## src/rtl/ternary_vector_core.sv

```systemverilog
`default_nettype none
// ternary_vector_core -- streaming ternary DOT/SUM/NZCNT engine with a two-stage per-lane accumulate.
// Optional macro TERNARY_VC_SAT_EN selects saturating accumulators (default: wrap-around). Rev 1.0
module ternary_vector_core #(
  parameter int LANES       = 16,
  parameter int ACCUM_WIDTH = 32,
  parameter int DEPTH       = 256,
  localparam int LW         = $clog2(DEPTH + 1)
) (
  input  logic                         clk,
  input  logic                         reset,
  input  logic                         start,
  input  logic [2:0]                   op_mode,
  input  logic [LW-1:0]                len,
  input  logic                         in_valid,
  output logic                         in_ready,
  input  logic [LANES*2-1:0]           bus_weights,
  input  logic [LANES*2-1:0]           bus_inputs,
  output logic [LW-1:0]                beat_idx,
  output logic                         out_valid,
  input  logic                         out_ready,
  output logic [LANES*ACCUM_WIDTH-1:0] vector_out,
  output logic                         busy,
  output logic                         err
);

  typedef enum logic [1:0] {IDLE = 2'd0, RUN = 2'd1, DRAIN = 2'd2, DONE = 2'd3} state_t;

  localparam logic [2:0]    OP_DOT   = 3'b001;
  localparam logic [2:0]    OP_SUM   = 3'b010;
  localparam logic [2:0]    OP_NZ    = 3'b100;
  localparam logic [LW-1:0] DEPTH_LW = LW'(DEPTH);
`ifdef TERNARY_VC_SAT_EN
  localparam logic [ACCUM_WIDTH-1:0] ACC_MAX = {1'b0, {(ACCUM_WIDTH-1){1'b1}}};
  localparam logic [ACCUM_WIDTH-1:0] ACC_MIN = {1'b1, {(ACCUM_WIDTH-1){1'b0}}};
`endif

  state_t                              state_q, state_d;
  logic [2:0]                          op_q, op_d;
  logic [LW-1:0]                       remaining_q, remaining_d;
  logic [LW-1:0]                       beat_idx_q, beat_idx_d;
  logic                                err_q, err_d;
  logic [LANES-1:0][1:0]               term_q, term_d;
  logic [LANES-1:0][ACCUM_WIDTH-1:0]   acc_q, acc_d;

  logic                  legal_op;
  logic                  beat_bad;
  logic [LW-1:0]         len_clamped;
  logic [LANES-1:0][1:0] beat_term;

  function automatic logic signed [1:0] trit(input logic [1:0] c);
    case (c)
      2'b01:   trit = 2'sd1;
      2'b10:   trit = -2'sd1;
      default: trit = 2'sd0;
    endcase
  endfunction

  // Terms are always in {-1,0,+1}, so a signed 2-bit code carries them between stages.
  function automatic logic [1:0] term_of(input logic [2:0] op, input logic [1:0] wc,
                                         input logic [1:0] xc);
    logic signed [1:0] w;
    logic signed [1:0] x;
    logic signed [1:0] p;
    w = trit(wc);
    x = trit(xc);
    if (w == 2'sd0 || x == 2'sd0) p = 2'sd0;
    else if (w == x)              p = 2'sd1;
    else                          p = -2'sd1;
    case (op)
      OP_DOT:  term_of = p;
      OP_SUM:  term_of = x;
      OP_NZ:   term_of = (p != 2'sd0) ? 2'b01 : 2'b00;
      default: term_of = 2'b00;
    endcase
  endfunction

  function automatic logic [ACCUM_WIDTH-1:0] acc_add(input logic [ACCUM_WIDTH-1:0] a,
                                                     input logic [1:0] t);
`ifdef TERNARY_VC_SAT_EN
    logic [ACCUM_WIDTH:0] s;
    s = {a[ACCUM_WIDTH-1], a} + {{(ACCUM_WIDTH-1){t[1]}}, t};
    if (s[ACCUM_WIDTH] != s[ACCUM_WIDTH-1]) acc_add = s[ACCUM_WIDTH] ? ACC_MIN : ACC_MAX;
    else                                     acc_add = s[ACCUM_WIDTH-1:0];
`else
    acc_add = a + {{(ACCUM_WIDTH-2){t[1]}}, t};
`endif
  endfunction

  always_comb begin
    legal_op    = (op_mode == OP_DOT) || (op_mode == OP_SUM) || (op_mode == OP_NZ);
    len_clamped = (len > DEPTH_LW) ? DEPTH_LW : len;
    beat_bad    = 1'b0;
    for (int l = 0; l < LANES; l++) begin
      beat_term[l] = term_of(op_q, bus_weights[2*l +: 2], bus_inputs[2*l +: 2]);
      beat_bad     = beat_bad | (&bus_weights[2*l +: 2]) | (&bus_inputs[2*l +: 2]);
    end
  end

  always_comb begin
    state_d     = state_q;
    op_d        = op_q;
    remaining_d = remaining_q;
    beat_idx_d  = beat_idx_q;
    err_d       = err_q;
    term_d      = '0;
    // Stage 2 runs every cycle; idle cycles simply add a zero term.
    for (int l = 0; l < LANES; l++) acc_d[l] = acc_add(acc_q[l], term_q[l]);

    case (state_q)
      IDLE: begin
        if (start) begin
          if (legal_op) begin
            op_d        = op_mode;
            remaining_d = len_clamped;
            beat_idx_d  = '0;
            err_d       = 1'b0;
            acc_d       = '0;
            state_d     = (len_clamped == '0) ? DRAIN : RUN;
          end else begin
            err_d = 1'b1;
          end
        end
      end
      RUN: begin
        if (in_valid) begin
          term_d      = beat_term;
          beat_idx_d  = beat_idx_q + LW'(1);
          remaining_d = remaining_q - LW'(1);
          if (beat_bad) err_d = 1'b1;
          if (remaining_q == LW'(1)) state_d = DRAIN;
        end
      end
      DRAIN:   state_d = DONE;
      DONE:    if (out_ready) state_d = IDLE;
      default: state_d = IDLE;
    endcase
  end

  always_ff @(posedge clk or negedge reset) begin
    if (!reset) begin
      state_q     <= IDLE;
      op_q        <= '0;
      remaining_q <= '0;
      beat_idx_q  <= '0;
      err_q       <= 1'b0;
      term_q      <= '0;
      acc_q       <= '0;
    end else begin
      state_q     <= state_d;
      op_q        <= op_d;
      remaining_q <= remaining_d;
      beat_idx_q  <= beat_idx_d;
      err_q       <= err_d;
      term_q      <= term_d;
      acc_q       <= acc_d;
    end
  end

  assign in_ready   = (state_q == RUN);
  assign out_valid  = (state_q == DONE);
  assign busy       = (state_q != IDLE);
  assign err        = err_q;
  assign beat_idx   = beat_idx_q;
  assign vector_out = acc_q;

endmodule
`default_nettype wire

```

## config.mk

```make
export PLATFORM = sky130hd
export DESIGN_NAME = ternary_vector_core
export DESIGN_NICKNAME = d
export VERILOG_FILES = /design/src/rtl/ternary_vector_core.sv
export SDC_FILE = /design/constraint.sdc
export NUM_CORES = 2
export LEC_CHECK = 0
export BUFFER_PORTS_ARGS = -buffer_cell sky130_fd_sc_hd__buf_2
export CAP_MARGIN = 40
export CORE_ASPECT_RATIO = 0.6
export CORE_MARGIN = 2
export CORE_UTILIZATION = 50
export CTS_BUF_LIST = sky130_fd_sc_hd__clkbuf_4 sky130_fd_sc_hd__clkbuf_8
export DETAILED_ROUTE_END_ITERATION = 16
export PLACE_DENSITY = 0.79
export SETUP_SLACK_MARGIN = 0.1
export SKIP_LAST_GASP = 1
export SLEW_MARGIN = 10
export SYNTH_ARGS = -nofsm -noshare
export SYNTH_HDL_FRONTEND = slang
export SYNTH_SLANG_ARGS = --single-unit
```

## constraint.sdc

```tcl
create_clock -name clk -period 7.3 [get_ports clk]
set_clock_uncertainty 0.2 [all_clocks]
set_input_delay 1.095 -clock clk [delete_from_list [all_inputs] [get_ports clk]]
set_output_delay 1.095 -clock clk [all_outputs]
set_load 0.02 [all_outputs]
```

==> results <==
- The run finished with clean final reports.
- The count of flip-flops with a built-in enable after synthesis is 0.
- In this run the number of H-tree levels came out at 3.
- The first-pass iteration count of the detailed router is 5.
- In this run the tightest slew margin relative to its limit is 31.9%.
- The total wire length after detailed routing is 125000 um.
- The actual transition at the worst max-transition pin is 1.02 ns.
- The final routed DRC violation total is 0.
- The kind of end point of the critical path is a flop.
- The top layer reached by signal wires is met5.
- The boundary pin count is 606.
- The area of all sequential standard cells is 14200 um^2.
- The clock period minus worst slack is 4.06 ns.
- The area of combinational cells with multiple inputs is 27000 um^2.
- The clock tree root buffer cell is sky130_fd_sc_hd__clkbuf_8.
- Detailed placement finished with a half-perimeter wire length of 93700 um.
- For this run, the post-layout net count is 5931.
- Yosys attributes the largest share of cell area to sky130_fd_sc_hd__dfrtp_1, sky130_fd_sc_hd__ha_1, sky130_fd_sc_hd__nor2_1, sky130_fd_sc_hd__a21oi_1, sky130_fd_sc_hd__xnor2_1.
- The type of the tightest min-delay check is primary input to async pin.
- The port buffer count is 605.
- The number of buffers on the longest clock path is 3.
- In this run, placement finished with an instance count of 6303.
- The total power divided by cell area is 317 nW/um^2.
- After detailed routing, the average wire length per cell comes to 19.3 um.
- In the global route stage, overall resource usage came out at 28.3%.
- The number of vias per cell after detailed routing is 5.82.
- The number of buffers added to fix hold violations after cts is 0.
- In the final routing, the length of wire on met1 measures 57200 um.
- Entering global routing, the biggest net connects 161 pins.
- Summed over all nets, wire length on met2 after detailed routing comes to 51800 um.
- The tightest hold path in the finished design has a slack of 0.104 ns.
- For this run, the number of standard cells in the final layout without fillers is 6498.
- The total via count in the routed design is 37800.
- The number of distinct library cell variants in the gate-level netlist after synthesis is 92.
- The clock sink total is 568.
- The per-instance average area after synthesis is 9.11 um^2.
- In the synthesized netlist the async set-or-reset flop fraction comes to 100%.
- The most used flip-flop cell after synthesis is sky130_fd_sc_hd__dfrtp_1.
- Summing internal, switching and leakage power gives 0.0154 W.
- The number of setup violations in the final report is 0.
- The via count of the first global-routing pass was 35600.
- The placeable core area is 83400 um^2.
- The DRC marker count from the first detailed-route iteration is 2822.
- Synthesis produced a netlist whose cell count is 4619.
- The number of failing hold endpoints at the final stage is 0.
- Setup repair after global routing left no endpoint under its margin.
- From synthesis to final layout, the design area changed by 15.9%.
- The required arrival time at the worst endpoint is 7.71 ns.
- The number of warnings reported in the yosys synthesis log is 0.
- In the detailed route, the total length drawn on met3 is 11300 um.
- In the layout the commonest cells are sky130_fd_sc_hd__buf_2, sky130_fd_sc_hd__nor2_1, sky130_fd_sc_hd__dfrtp_1.
- The net count after synthesis is 5283.
- The number of cells on the worst reg-to-reg path is 12.
- The number of clock buffers added by TritonCTS is 96.
- Derived from the worst setup path, the maximum achievable clock frequency is 246 MHz.
- The total overflow left after global routing is 0.
- The analysis attributes to cell leakage a power of 26.9 nW.
- The sequential share of the synthesized area is 33.8%.
- Post-CTS repair changed the size of 0 cells.
- After filler insertion, the fill cell instance count of the layout stands at 7192.
- The biggest area contributor in the post-synthesis netlist is sky130_fd_sc_hd__dfrtp_1.
- At the later pin of the worst-skew pair, clock insertion delay measures 0.74 ns.
- The standard-cell row count is 82.
- The weighted congestion at the end of routability-driven global placement is 0.957.
- Post-CTS timing repair inserted 0 buffers for setup.
- The worst-case IR drop observed on VDD is 0.265 mV.
- Once layout is complete, the utilization of the core stands at 58.5%.
- The total negative slack for setup checks is 0 ns.
- The count of antenna-violating nets left after detailed routing is 0.
- The CTS tree is done.
- The class of the most critical setup path is flop to flop.
- Clock-pin slew was measured on the worst setup and hold paths at 0.07 ns.
- In this run the biggest area consumer among cell types represents 33.8% of the synthesized area.
- The worst setup path is launched from a flop.
- Leaving out fill and tap cells, the most frequent cell in the layout is sky130_fd_sc_hd__buf_2.
- The initial core utilization is 50.5%.
- Max-cap violations in this run came to 0.
- The worst path uses 55.6% of the clock period.
- The post-synthesis sequential element count is 568.
- The first global-routing pass estimated 197000 um of wire.
- The die outline height is 229 um.
- From left edge to right edge, the die measures 379 um.
- The signal arrival time at the worst endpoint is 4.47 ns.
- The number of antenna violations at the first check in global routing is 36.
- The largest fanout on the critical path is 32.
- The total standard cell area after synthesis is 42100 um^2.
- The ratio of cells with drive above 1 in the final layout is 16.2%.
- The die area is 86600 um^2.
- The final count of pins violating max slew is 0.
[flip-flops by register name, indices dropped and copies added, names as in the netlist]
register and cells:
state_q 2, term_q 32, err 1, beat_idx 9
vector_out 512, remaining_q 9, op_q 3
[area by class of cell]
type | instances | share of cell area (%)
well taps | 1134 | 2.91
diodes | 23 | 0.118
multi-input cells | 3817 | 55.4
repair buffers | 635 | 6.90
inverters | 149 | 1.15
flip-flops and latches | 568 | 29.1
clock inverters | 20 | 0.513
clock buffers | 152 | 3.90
[power breakdown]
| part | total (W) | switching [W] | internal [W] |
|---|---|---|---|
| combinational | 0.00719 | 0.00467 | 0.00252 |
| sequential | 0.00499 | 0.000798 | 0.00419 |
| clock | 0.00327 | 0.00144 | 0.00183 |
| total | 0.0154 | 0.00691 | 0.00854 |
[metal layers]
layer / up-vias / global-route usage (%)
met2: 1333 / 40.1
met5: - / 0
met1: 17900 / 40.3
met4: 22 / 10.8
met3: 279 / 8.33
li1: 18300 / -
[worst paths after layout]
path / slack [ns] / end / start
hold / removal: 0.10 / vector_out[23] / reset
hold reg to reg: 0.31 / remaining_q[7] / remaining_q[7]
setup / recovery: 3.24 / vector_out[255] / term_q[15]
min in group clk: 0.31 / remaining_q[7] / remaining_q[7]
max in group asynchronous: 5.33 / term_q[24] / reset
setup reg to reg: 3.24 / vector_out[255] / term_q[15]
[metrics by stage]
| stage | setup WS, ns | area [um^2] |
|---|---|---|
| 2_1_floorplan | 3.70 | 42100 |
| 3_3_place_gp | 3.01 | 46600 |
| 3_5_place_dp | 3.03 | 46600 |
| 4_1_cts | 3.39 | 48700 |
| 5_1_grt | 3.07 | 48800 |
| 6_report | 3.24 | 48800 |
[worst max-delay path: stages (launching register included)]
cell	delay (ns)
sky130_fd_sc_hd__dfrtp_1	0.33
sky130_fd_sc_hd__buf_4	0.37
sky130_fd_sc_hd__ha_1	0.31
sky130_fd_sc_hd__a21o_1	0.15
sky130_fd_sc_hd__a21oi_1	0.26
sky130_fd_sc_hd__o211ai_1	0.23
sky130_fd_sc_hd__a211oi_1	0.26
sky130_fd_sc_hd__o21ai_1	0.22
sky130_fd_sc_hd__a2111oi_0	0.80
sky130_fd_sc_hd__o21ai_1	0.26
sky130_fd_sc_hd__a21oi_1	0.28
sky130_fd_sc_hd__nor4_1	0.09
sky130_fd_sc_hd__o21bai_1	0.19
[cell families (layout without fill, tap and decap cells)]
kind of cell    after synthesis  in the layout  synth area share (%)
xor+xnor                    403            403                  8.38
mux                          11             11                 0.262
simple gates               1385           1385                  15.6
fa+ha+maj                   583            583                  17.6
compound gates             1435           1435                  22.3
buf+inv                     234            956                  2.09
flops                       568            568                  33.8
other cells                   0             23                     0
[synth_stat cells (all sizes together), types with 11 or more instances]
cell and n:
nor2 588, dfrtp 568, ha 567, a21oi 442, o21ai 255, a21o 234, xnor2 221, nand2 220
xor2 182, inv 148, nor3 102, nand3 86, o21bai 78, clkbuf 72, o21a 69, nand2b 63
a211oi 61, and3 61, and2 55, nand4 48, nor2b 47, a31oi 46, o211ai 44, a311oi 24
nor4 24, a41oi 22, a2111oi 20, or3 19, o31ai 17, fa 16, a31o 14, or2 14
buf 13, mux2i 11
Note: power is estimated with default switching activity, not from simulation.
